[src/rtl/mult_scheduler.sv]
// Round-robin shared multiplier: N requesters, LAT-deep unsigned multiplier pipeline,
// DEPTH-entry in-order result FIFO, with the outstanding count capped at DEPTH.
module mult_scheduler #(
  parameter int N     = 4,
  parameter int WIDTH = 16,
  parameter int LAT   = 2,
  parameter int DEPTH = 4,
  localparam int IDW  = $clog2(N),
  localparam int OW   = $clog2(DEPTH + 1),
  localparam int PW   = (DEPTH > 1) ? $clog2(DEPTH) : 1
) (
  input  logic                 clk,
  input  logic                 rst_n,
  input  logic [N-1:0]         req_valid,
  output logic [N-1:0]         req_ready,
  input  logic [N*WIDTH-1:0]   req_A,
  input  logic [N*WIDTH-1:0]   req_B,
  output logic                 rsp_valid,
  input  logic                 rsp_ready,
  output logic [2*WIDTH-1:0]   rsp_product,
  output logic [IDW-1:0]       rsp_id,
  output logic [OW-1:0]        outstanding
);

  logic [IDW-1:0]       r_ptr;
  logic [OW-1:0]        r_out;
  logic [OW-1:0]        r_cnt;
  logic [PW-1:0]        r_wptr, r_rptr;
  logic [LAT:1]         r_vld_pipe;
  logic [2*WIDTH-1:0]   r_pp  [1:LAT];
  logic [IDW-1:0]       r_pid [1:LAT];
  logic [2*WIDTH-1:0]   r_mem_p  [DEPTH];
  logic [IDW-1:0]       r_mem_id [DEPTH];

  logic                 w_gnt_vld;
  logic [IDW-1:0]       w_gidx;
  logic                 w_full;
  logic                 w_issue;
  logic                 w_pop;
  logic                 w_wr;
  logic [WIDTH-1:0]     w_a, w_b;
  logic [2*WIDTH-1:0]   w_prod;

  // Scan from ptr+N-1 down to ptr so the nearest valid requester above ptr wins.
  always_comb begin
    logic [IDW-1:0] idx;
    idx       = '0;
    w_gnt_vld = 1'b0;
    w_gidx    = '0;
    for (int k = N - 1; k >= 0; k--) begin
      idx = IDW'((int'(r_ptr) + k) % N);
      if (req_valid[idx]) begin
        w_gnt_vld = 1'b1;
        w_gidx    = idx;
      end
    end
  end

  // Full uses the registered count only, so a same-cycle pop never opens the gate.
  assign w_full    = (r_out == OW'(DEPTH));
  assign req_ready = (rst_n && w_gnt_vld && !w_full) ? ({{(N-1){1'b0}}, 1'b1} << w_gidx) : '0;
  assign w_issue   = |(req_valid & req_ready);

  assign w_a    = req_A[w_gidx*WIDTH +: WIDTH];
  assign w_b    = req_B[w_gidx*WIDTH +: WIDTH];
  assign w_prod = (2*WIDTH)'(w_a) * (2*WIDTH)'(w_b);

  assign rsp_valid   = (r_cnt != '0);
  assign w_pop       = rsp_valid & rsp_ready;
  assign w_wr        = r_vld_pipe[LAT];
  assign rsp_product = r_mem_p[r_rptr];
  assign rsp_id      = r_mem_id[r_rptr];
  assign outstanding = r_out;

  always_ff @(posedge clk or negedge rst_n) begin
    if (!rst_n) begin
      r_ptr <= '0;
      r_out <= '0;
    end else begin
      if (w_issue)
        r_ptr <= (w_gidx == IDW'(N - 1)) ? '0 : w_gidx + 1'b1;
      r_out <= r_out + OW'(w_issue) - OW'(w_pop);
    end
  end

  // Product is formed at issue and carried with its valid bit and id for LAT stages.
  always_ff @(posedge clk or negedge rst_n) begin
    if (!rst_n) begin
      r_vld_pipe <= '0;
      for (int s = 1; s <= LAT; s++) begin
        r_pp[s]  <= '0;
        r_pid[s] <= '0;
      end
    end else begin
      r_vld_pipe[1] <= w_issue;
      r_pp[1]       <= w_prod;
      r_pid[1]      <= w_gidx;
      for (int s = 2; s <= LAT; s++) begin
        r_vld_pipe[s] <= r_vld_pipe[s-1];
        r_pp[s]       <= r_pp[s-1];
        r_pid[s]      <= r_pid[s-1];
      end
    end
  end

  always_ff @(posedge clk or negedge rst_n) begin
    if (!rst_n) begin
      r_wptr <= '0;
      r_rptr <= '0;
      r_cnt  <= '0;
      for (int d = 0; d < DEPTH; d++) begin
        r_mem_p[d]  <= '0;
        r_mem_id[d] <= '0;
      end
    end else begin
      if (w_wr) begin
        r_mem_p[r_wptr]  <= r_pp[LAT];
        r_mem_id[r_wptr] <= r_pid[LAT];
        r_wptr           <= (r_wptr == PW'(DEPTH - 1)) ? '0 : r_wptr + 1'b1;
      end
      if (w_pop)
        r_rptr <= (r_rptr == PW'(DEPTH - 1)) ? '0 : r_rptr + 1'b1;
      r_cnt <= r_cnt + OW'(w_wr) - OW'(w_pop);
    end
  end

endmodule

[config.mk]
export PLATFORM = sky130hd
export DESIGN_NAME = mult_scheduler
export DESIGN_NICKNAME = d
export VERILOG_FILES = /design/src/rtl/mult_scheduler.sv
export SDC_FILE = /design/constraint.sdc
export NUM_CORES = 1
export LEC_CHECK = 0
export CORE_MARGIN = 3
export CORE_UTILIZATION = 40
export DETAILED_ROUTE_END_ITERATION = 16
export SYNTH_ARGS = -nofsm -noshare
export SYNTH_HDL_FRONTEND = slang
export SYNTH_SLANG_ARGS = --single-unit
[constraint.sdc]
create_clock -name clk -period 7.4 [get_ports clk]
set_clock_uncertainty 0.1 [all_clocks]
set_input_delay 0.74 -clock clk [delete_from_list [all_inputs] [get_ports clk]]
set_output_delay 0.74 -clock clk [all_outputs]
set_load 0.005 [all_outputs]
[After elaboration in Yosys (flattened, before gate mapping)]
Index checks and enable logic that the tools add are counted.
Storage, ports and cells
  flip-flop bits (word level): 218
  bits of input ports: 135
  output and inout bits: 42
  word-level logic and storage cells: 85
Operators by class
  add/subtract/negate cells: 10
  $mul: 1
  order comparisons: 7
  eq/ne operators: 4
  shift operators: 3
  muxes and demuxes: 32
  bitwise gates (word level): 4
  reduce and logical (&&, ||, !) cells: 6
Operator list (count)
  bitwise mux 128 bit: 1
  indexed part select 64 x 7 -> 16 bit: 2
  2-to-1 mux 32 bit: 3
  binary-select mux 32 bit (select 2 bit): 1
  demux 32 bit (select 2 bit): 1
  multiplier 16 x 16 -> 32 bit: 1
  2-to-1 mux 2 bit: 10
  less-than comparator 2 x 3 -> 1 bit (second input constant): 4
  adder 2 x 1 -> 2 bit (second input constant): 4
  binary-select mux 1 bit (select 2 bit): 4
  bitwise mux 8 bit: 1
  2-to-1 mux 1 bit: 8
  adder 3 x 1 -> 3 bit: 2
  == test 2 bit (second input constant): 3
  >= comparator 3 bit (second input constant): 2
  NOT 2 -> 3 bit: 2
  subtractor 3 x 1 -> 3 bit: 2
  adder 2 bit (second input constant): 2
  AND 4 bit: 1
  binary-select mux 2 bit (select 2 bit): 1
  demux 2 bit (select 2 bit): 1
  2-to-1 mux 4 bit: 1
  OR reduction 4 bit: 1
  << shifter 1 x 2 -> 4 bit (first input constant): 1
  other kinds (6): 8

[Depth between registers and ports, before layout]
Gate-level depths: netlist (run 1).
  depth in word-level cells: 14
  gate-level depth with buffers: 28
  gate-level depth less buffers: 24

[Least setup slack after synthesis (run 1)]
Ideal clock, no wire load.
  path kind: input port to flip-flop
  start: input port req_valid[0]
  end: register r_pp[56] (netlist bit)
  library setup time: 0.126 ns
  data arrival time: 6.921 ns
  required time: 7.174 ns
  slack: 0.253 ns
  stages on the path: 25
  path buffers: 3
  path through: nor2b_1 -> a21oi_1 -> o22ai_1 -> a21oi_1 -> buf_4 -> buf_2 -> mux2i_1 -> buf_2 -> nand2_1 -> fa_1 -> fa_1 -> fa_1 -> fa_1 -> inv_1 -> fa_1 -> inv_1 -> fa_1 -> inv_1 -> ha_1 -> a21oi_1 -> o21ai_0 -> a31o_2 -> o2111a_1 -> or4_1 -> o311a_1
On the way
  longest elaborated chain between the ends: 8
  elaborated cells on any way between the ends: 15
  classes of those cells: mul (1); shift (2); mux (12)
Ends and longest elaborated chain
  from (decl): RTL line 14  | input logic [N-1:0] req_valid,
  binary-select mux 1 bit (select 2 bit): RTL line 52  | if (req_valid[idx]) begin
  2-to-1 mux 1 bit (implied by the code): RTL line 52
  2-to-1 mux 2 bit (3 in a row): RTL line 52
  2-to-1 mux 2 bit *: RTL line 52
  indexed part select 64 x 7 -> 16 bit (on tied branches): RTL line 64, 65
  multiplier 16 x 16 -> 32 bit *: RTL line 66  | assign w_prod = (2*WIDTH)'(w_a) * (2*WIDTH)'(w_b);
  net w_prod[24]: RTL line 42  | logic [2*WIDTH-1:0] w_prod;
  to (signal, indexed assignment): RTL line 100  | r_pp[s] <= r_pp[s-1];
  to (decl): RTL line 30  | logic [2*WIDTH-1:0] r_pp [1:LAT];
The timed path passes the listed nets; every way through them passes the cells marked *. The select of a mux whose other input is x is not followed.
A chain may end at the register's enable or synchronous reset.

[Worst setup path after layout (run 1)]
  start: register r_ptr[1]
  end: register r_pp[56] (netlist bit)
On the way
  longest elaborated chain between the ends: 9
  elaborated cells on any way between the ends: 18
  classes of those cells: add/sub (3); mul (1); shift (2); mux (12)
Ends and longest elaborated chain
  from (decl): RTL line 25  | logic [IDW-1:0] r_ptr;
  from (signal assigned): RTL line 81  | r_ptr <= (w_gidx == IDW'(N - 1)) ? '0 : w_gidx + 1'b1;
  adder 2 bit: RTL line 51  | idx = IDW'((int'(r_ptr) + k) % N);
  binary-select mux 1 bit (select 2 bit): RTL line 52
  2-to-1 mux 1 bit (implied by the code): RTL line 52
  2-to-1 mux 2 bit (3 in a row): RTL line 52
  2-to-1 mux 2 bit *: RTL line 52
  indexed part select 64 x 7 -> 16 bit (on tied branches): RTL line 64, 65
  multiplier 16 x 16 -> 32 bit *: RTL line 66
  net w_prod[24]: RTL line 42
Marks and branches as above.

==> results of run 1 <==
==> logic make-up after synthesis <==
logic type                 share of synthesized area, %
DFF                                                30.0
and+or+nand+nor                                    8.36
muxes                                              20.1
xor gates and xnor gates                           1.30
AOI/OAI and AO/OA                                  3.77
adders and majority gates                          29.6
buffers and inverters                              6.84
==> final cells by class <==
| type | count | area, um^2 |
|---|---|---|
| timing repair buffer | 431 | 3890 |
| sequential | 218 | 5460 |
| clock inverter | 6 | 61.3 |
| fill | 4043 | 21100 |
| tap | 592 | 741 |
| inverter | 251 | 942 |
| clock buffer | 29 | 596 |
| multi-input combinational | 1093 | 11700 |
==> what timing repair did <==
action                     CTS  global route
setup buffers                0            19
setup endpoints to repair    2            15
resized for setup            4            65
cloned                       0             4
pin swaps                    0             7
==> final timing paths <==
path	from	end	slack, ns	cells past startpoint
max in group asynchronous	rst_n	r_mem_p[41]$_DFFE_PN0P_	4.81	3
min reg2reg	r_pp[41]$_DFF_PN0_	r_pp[9]$_DFF_PN0_	0.25	0
min	rst_n	r_mem_p[61]$_DFFE_PN0P_	0.09	1
max reg2reg	r_ptr[1]$_DFFE_PN0P_	r_pp[56]$_DFF_PN0_	0.30	24
min in group clk	r_pp[41]$_DFF_PN0_	r_pp[9]$_DFF_PN0_	0.25	0
max	r_ptr[1]$_DFFE_PN0P_	r_pp[56]$_DFF_PN0_	0.30	24
==> cell usage after synthesis (3+ instances only) <==
cell type / count / area [um^2]
sky130_fd_sc_hd__mux2i_4: 3 / 67.6
sky130_fd_sc_hd__nor3_1: 7 / 35.0
sky130_fd_sc_hd__clkbuf_1: 23 / 86.3
sky130_fd_sc_hd__mux4_2: 34 / 766
sky130_fd_sc_hd__mux2i_1: 79 / 791
sky130_fd_sc_hd__xor2_1: 5 / 43.8
sky130_fd_sc_hd__a21oi_1: 34 / 170
sky130_fd_sc_hd__dfrtp_1: 218 / 5460
sky130_fd_sc_hd__and3_1: 3 / 18.8
sky130_fd_sc_hd__a21o_1: 16 / 120
sky130_fd_sc_hd__o21ai_0: 18 / 90.1
sky130_fd_sc_hd__fa_1: 196 / 3920
sky130_fd_sc_hd__xnor2_1: 22 / 193
sky130_fd_sc_hd__nand3_1: 8 / 40.0
sky130_fd_sc_hd__nor2b_1: 9 / 56.3
sky130_fd_sc_hd__inv_1: 251 / 942
sky130_fd_sc_hd__or3_1: 3 / 18.8
sky130_fd_sc_hd__a311oi_1: 3 / 26.3
sky130_fd_sc_hd__buf_2: 25 / 125
sky130_fd_sc_hd__mux2i_2: 12 / 165
sky130_fd_sc_hd__nand2_1: 164 / 616
sky130_fd_sc_hd__o21bai_1: 3 / 22.5
sky130_fd_sc_hd__a31oi_1: 4 / 25.0
sky130_fd_sc_hd__ha_1: 117 / 1460
sky130_fd_sc_hd__nand2b_1: 11 / 68.8
sky130_fd_sc_hd__a22oi_1: 3 / 22.5
sky130_fd_sc_hd__nor2_1: 115 / 432
sky130_fd_sc_hd__buf_6: 3 / 33.8
sky130_fd_sc_hd__mux2_2: 165 / 1860
sky130_fd_sc_hd__buf_4: 7 / 52.6
sky130_fd_sc_hd__and2_1: 24 / 150
sky130_fd_sc_hd__nand4_1: 3 / 18.8
==> through the flow <==
| step | instances | util, % | instance area (um^2) |
|---|---|---|---|
| after CTS | 2597 | 51.5 | 22900 |
| final | 2620 | 52.6 | 23400 |
| after detailed placement | 2562 | 49.9 | 22200 |
| after floorplan | 1621 | - | 18200 |
| after global placement | 2562 | 49.9 | 22200 |
| after global routing | 2620 | 52.6 | 23400 |
==> registers in the layout (all words and copies together), names as in the netlist <==
signal / count
outstanding: 3
r_mem_id: 8
r_cnt: 3
r_mem_p: 128
r_pp: 64
r_ptr: 2
r_pid: 4
r_vld_pipe: 2
r_rptr: 2
r_wptr: 2
==> metal layers <==
metal  vias to the layer above  routed length, um
met5                         -                  0
met4                         0               1450
met3                        72               1850
met2                       299              22900
met1                      6410              20800
li1                       6050                  -
==> out/metrics.yaml, run 1 <==
yosys:
  ys_async_sr_fraction_pct: 100
  syn_area_mm2: 0.0182
  ys_seq_area_share_pct: 30.0
  postSynthRegisterBits: 218
  synthesis.area_per_instance_um2: 11.2
  synth_cells: 1621
  synthesis.yosys.warnings: 0
  synth-main-ff-cell: "sky130_fd_sc_hd__dfrtp_1"
  synth_cell_type_count: 57
  syn-num-nets: 2069
  number_of_flops_mapped_to_enable_cells_by_yosys: 0
grt:
  grt.total_usage_pct: 19.5
  grt_pass1_wl_um: 73800
  global_route.usage.met3_pct: 1.76
  grt_max_degree: 83
  gr_layer_usage_met1_pct: 26.5
  number_of_antenna_violations_at_the_first_check_in_global_routing: 0
  grt_util_met2_pct: 33.5
  first_global_vias: 13871
  grt.overflow.total: 0
  grt_most_used_layer: "met2"
detailed_routing:
  drt_drc_violations_left: 0
  viasPerCell: 4.90
  totalWireLength_um: 47000
  drt_iter0_markers: 553
  routed-via-count: 12831
  drt_first_pass_iters: 6
  drtAntennaViolNets: 0
  routedWlPerCell_um: 17.9
clocking:
  insertion_delay_ns: 0.49
  root_buffer: "sky130_fd_sc_hd__clkbuf_16"
  numCtsBuffers: 20
  path_clk_slew_ns: 0.06
  cts.path.max_buffers: 3
  number_of_levels_in_the_clock_h_tree: 1
  clock_tree_from_tritoncts: "done"
  clock-sinks: 218
  cts_hold_buf: 0
place:
  post-place-ws_ns: -0.609
  hpwlAfterDp_um: 37400
  finalWeightedCongestion: 0.956
  portBuffers: 176
setup_path:
  worstSetupEndpointType: "register"
  worst_path_dominant_cell_family: "adder cells"
  crit_path_cell_chain: "a21o_1, a21oi_2, o22ai_4, buf_12, buf_4, mux2i_1, mux2i_4, nand2_1, fa_1, inv_1, fa_1, fa_1, fa_1, fa_1, inv_1, fa_1, inv_1, ha_1, a21oi_2, o21a_1, nor2_1, or3_1, or4_1, o311a_1"
  critical_path_peak_fanout: 21
  start_kind: "register"
  path_common_cell: "sky130_fd_sc_hd__fa_1"
  critPathArrivalTime_ns: 7.37
  critPathRequiredTime_ns: 7.67
  timing.critical_path.buf_inv: 5
  timing.setup.critical_path_class: "register to register"
  critPathMaxStageDelay_ns: 0.58
  critical-path-slowest-cell: "sky130_fd_sc_hd__fa_1"
sta:
  max-slew-margin-rel_pct: 30.9
  fmax_mhz: 141
  period_needed_ns: 7.10
  worstMarginPinSlew_ns: 1.04
  finalHoldViolCount: 0
  setup_viol: 0
  fin_crit_sh_pct: 96.0
  worst_hold_slack_ns: 0.0940
  layout_setup_ws_ns: 0.300
  rsz0062_at_grt: "false"
  slew_viol_final: 0
  tns_ns: 0
die:
  fp.coreArea_mm2: 0.0445
  die-width_um: 219
  die-height_um: 219
  die_area_mm2: 0.0480
  initial_core_util_pct: 40.8
  placementRows: 77
  ioPinCount: 177
cells_and_area:
  final_cell_mix: "251 x sky130_fd_sc_hd__inv_1, 232 x sky130_fd_sc_hd__buf_4, 217 x sky130_fd_sc_hd__dfrtp_1, 195 x sky130_fd_sc_hd__fa_1, 171 x sky130_fd_sc_hd__clkdlybuf4s50_1"
  fraction_of_final_layout_cells_with_drive_strength_greater_than_1_pct: 26.8
  finish.net_count: 2463
  diodes: 0
  layout.cells.most_common: "sky130_fd_sc_hd__inv_1"
  area_growth_pct: 28.9
outcome:
  result_of_the_run: "completed"
job:
  timing.max_cap.violations: 0
min_path:
  hold_class: "input port to asynchronous set/reset pin"
Power of run 1 is left out: the tool's default activity adds up to more than one toggle a clock period on the data nets, which glitch-free logic cannot reach.
==> inputs of run 2 (changes only) <==
--- a/config.mk
+++ b/config.mk
@@ -5,9 +5,12 @@
 export SDC_FILE = /design/constraint.sdc
 export NUM_CORES = 1
 export LEC_CHECK = 0
+export ABC_AREA = 1
+export CAP_MARGIN = 25
 export CORE_MARGIN = 3
 export CORE_UTILIZATION = 40
 export DETAILED_ROUTE_END_ITERATION = 16
+export SLEW_MARGIN = 5
 export SYNTH_ARGS = -nofsm -noshare
 export SYNTH_HDL_FRONTEND = slang
 export SYNTH_SLANG_ARGS = --single-unit
==> out/metrics.yaml, run 2 <==
outcome:
  result_of_the_run: "completed"
clocking:
  clock_tree_from_tritoncts: "done"
  root_buffer: "sky130_fd_sc_hd__clkbuf_16"
  path_clk_slew_ns: 0.07  # about the same
  clock-sinks: 218  # unchanged
  cts.path.max_buffers: 3  # unchanged
  numCtsBuffers: 20  # unchanged
  insertion_delay_ns: 0.49  # about the same
  number_of_levels_in_the_clock_h_tree: 1  # unchanged
setup_path:
  timing.rr.start: "r_ptr[0]$_DFFE_PN0P_"
  timing.reg2reg.worst_path_depth: 31  # +29%
  timing.setup.critical_path_class: "input port to register"
  start_kind: "input port"
  worst_path_dominant_cell_family: "adder cells"
  critPathMaxStageDelay_ns: 0.52  # -0.06 ns
  critPathRequiredTime_ns: 7.69  # +0.02 ns
  worstReg2RegEnd: "r_pp[60]$_DFF_PN0_"
  path_common_cell: "sky130_fd_sc_hd__fa_1"
  reg2reg_setup_slack_ns: 0.48  # +0.18 ns
  critical-path-slowest-cell: "sky130_fd_sc_hd__clkdlybuf4s50_1"
  worstSetupEndpointType: "register"
  critPathArrivalTime_ns: 7.35  # -0.02 ns
  critical_path_peak_fanout: 17  # -19%
  timing.critical_path.buf_inv: 11  # +6
grt:
  number_of_antenna_violations_at_the_first_check_in_global_routing: 0  # unchanged
  grt_max_degree: 106  # +28%
  grt_pass1_wl_um: 89900  # +22%
  first_global_vias: 17563  # +27%
  grt.total_usage_pct: 21.9  # +2.4 points
  grt.overflow.total: 0  # unchanged
yosys:
  cells_taking_the_most_area_after_synthesis: "sky130_fd_sc_hd__dfrtp_1 28%, sky130_fd_sc_hd__fa_1 20%, sky130_fd_sc_hd__nand2_1 13%, sky130_fd_sc_hd__inv_1 8.5%, sky130_fd_sc_hd__ha_1 7.6%"
  ys_seq_area_share_pct: 28.2  # -1.8 points
  ys_async_sr_fraction_pct: 100  # unchanged
  synthesis.yosys.warnings: 0  # unchanged
  synth_cells: 2484  # +53%
  synthesis.area_per_instance_um2: 7.80  # -30%
  synth-main-ff-cell: "sky130_fd_sc_hd__dfrtp_1"
  syn_area_mm2: 0.0194  # +6.6%
  postSynthRegisterBits: 218  # unchanged
  syn-num-nets: 2932  # +42%
  number_of_flops_mapped_to_enable_cells_by_yosys: 0  # unchanged
  synthTopCellsByCount: "675 x sky130_fd_sc_hd__nand2_1, 438 x sky130_fd_sc_hd__inv_1, 227 x sky130_fd_sc_hd__o21ai_0"
  synth_cell_type_count: 40  # -30%
  top_cell_type_by_total_area_after_synthesis: "sky130_fd_sc_hd__dfrtp_1"
  yosys.cell_count.top_type: "sky130_fd_sc_hd__nand2_1"
  netlist.area_leader.share_pct: 28.2  # -1.8 points
sta:
  fin_crit_sh_pct: 95.3  # -0.62 points
  worst_hold_slack_ns: 0.243  # +0.149 ns
  fmax_mhz: 142  # +0.65%
  tns_ns: 0  # unchanged
  rsz0062_at_grt: "true"
  max-slew-margin-rel_pct: 45.2  # +14 points
  slew_viol_final: 0  # unchanged
  period_needed_ns: 7.05  # -0.0458 ns
  worstMarginPinSlew_ns: 0.822  # -0.215 ns
  finalHoldViolCount: 0  # unchanged
  setup_viol: 0  # unchanged
die:
  ioPinCount: 177  # unchanged
  initial_core_util_pct: 40.6  # -0.27 points
  die-height_um: 226  # +3.1%
  placementRows: 80  # +3.9%
  die-width_um: 226  # +3.1%
  fp.coreArea_mm2: 0.0477  # +7.3%
  die_area_mm2: 0.0511  # +6.4%
cells_and_area:
  diodes: 0  # unchanged
  area_growth_pct: 22.5
  biggest_registers_after_layout: "r_mem_p (128), r_pp (64), r_mem_id (8)"
  largest_register_ffs: 128  # unchanged
  fillCellCount: 4635  # +15%
  register_area_mm2: 0.00546  # unchanged
  fraction_of_final_layout_cells_with_drive_strength_greater_than_1_pct: 10.7  # -16 points
  layout.cells.most_common: "sky130_fd_sc_hd__nand2_1"
  multi_input_area_mm2: 0.0118  # +0.75%
  final_cell_mix: "664 x sky130_fd_sc_hd__nand2_1, 437 x sky130_fd_sc_hd__inv_1, 225 x sky130_fd_sc_hd__o21ai_0, 217 x sky130_fd_sc_hd__dfrtp_1, 203 x sky130_fd_sc_hd__nor2_1"
  most_flops_register: "r_mem_p"
  finish.net_count: 3202  # +30%
  finalCoreUtilization_pct: 49.7  # -2.9 points
min_path:
  hold_path.startpoint: "r_vld_pipe[1]$_DFF_PN0_"
  worst_hold_path.endpoint: "r_vld_pipe[2]$_DFF_PN0_"
  hold_class: "register to register"
  instance_count_along_the_most_critical_hold_path: 0
place:
  finalWeightedCongestion: 0.955  # -0.13%
  portBuffers: 176  # unchanged
  hpwlAfterDp_um: 43300  # +16%
job:
  timing.max_cap.violations: 0  # unchanged
detailed_routing:
  drtAntennaViolNets: 0  # unchanged
  totalWireLength_um: 55300  # +18%
  drt_iter0_markers: 1119  # +100%
  drt_drc_violations_left: 0  # unchanged
  viasPerCell: 4.95  # +1.1%
  routed-via-count: 16749  # +31%
  routedWlPerCell_um: 16.3  # -8.8%
  drt_first_pass_iters: 7  # +1
[run 2: cell count changes in the layout (fill, tap and decap cells not counted), sizes merged, moves of 87 or more]
cell	change
mux2	-165
inv	+190
o21ai	+210
nor2	+108
mux2i	-94
buf	-87
nand2	+550
nand3	+100
[run 2: cell families after synthesis]
logic type,Yosys count,synth area share (%)
DFF,218,28.2
buffers and inverters,541,11.6
xor gates and xnor gates,31,1.40
AOI/OAI and AO/OA,314,8.51
and+or+nand+nor,1067,22.5
adders and majority gates,313,27.8
[run 2: worst reg2reg max path: cells and delay by family (launching register included)]
kind                     cells  cell delay [ns]
flip-flops                   1             0.58
XOR/XNOR                     1             0.21
adder cells (fa/ha/maj)      7             3.29
buffers and inverters        7             0.82
AND/OR/NAND/NOR             16             1.84
[run 2: layout make-up]
class                   count  share of cell area (%)
inverters                 442                    7.01
repair buffers            346                    13.9
clock buffers              29                    2.59
clock inverters             7                   0.395
multi-input cells        1726                    49.8
flip-flops and latches    218                    23.0
well taps                 615                    3.24
[run 2: per-layer routing]
| metal | global-route usage [%] | share of wire [%] | up-vias |
|---|---|---|---|
| met3 | 2.11 | 4.8 | 119 |
| met1 | 27.6 | 43 | 8049 |
| met5 | 0 | 0 | - |
| met2 | 38.9 | 49 | 466 |
| met4 | 8.07 | 3.9 | 0 |
| li1 | - | - | 8115 |
[run 2: per-stage QoR]
| stage | setup slack (ns) | std cells | area [um^2] |
|---|---|---|---|
| floorplan | 0.941 | 2484 | 19400 |
| global placement | -0.118 | 3337 | 22700 |
| detailed placement | -0.273 | 3337 | 22700 |
| CTS | 0.245 | 3373 | 23400 |
| global route | -0.0528 | 3383 | 23700 |
| finish | 0.345 | 3383 | 23700 |
[run 2: worst max path at each step]
stage | cells after the start | slack (ns) | start | to
floorplan | 30 | 0.94 | req_valid[1] | r_pp[62]$_DFF_PN0_
global placement | 33 | -0.12 | req_valid[0] | r_pp[58]$_DFF_PN0_
detailed placement | 33 | -0.27 | req_valid[0] | r_pp[62]$_DFF_PN0_
CTS | 33 | 0.25 | req_valid[0] | r_pp[62]$_DFF_PN0_
global route | 36 | -0.05 | req_valid[3] | r_pp[61]$_DFF_PN0_
finish | 32 | 0.35 | req_valid[1] | r_pp[60]$_DFF_PN0_
[run 2: timing repair]
item / 4_1_cts / 5_1_grt
endpoints found under the setup margin: 0 / 9
resized for setup: 0 / 36
setup buffers: 0 / 5
hold buffers: 0 / 0
Power of run 2 is left out for the same reason.
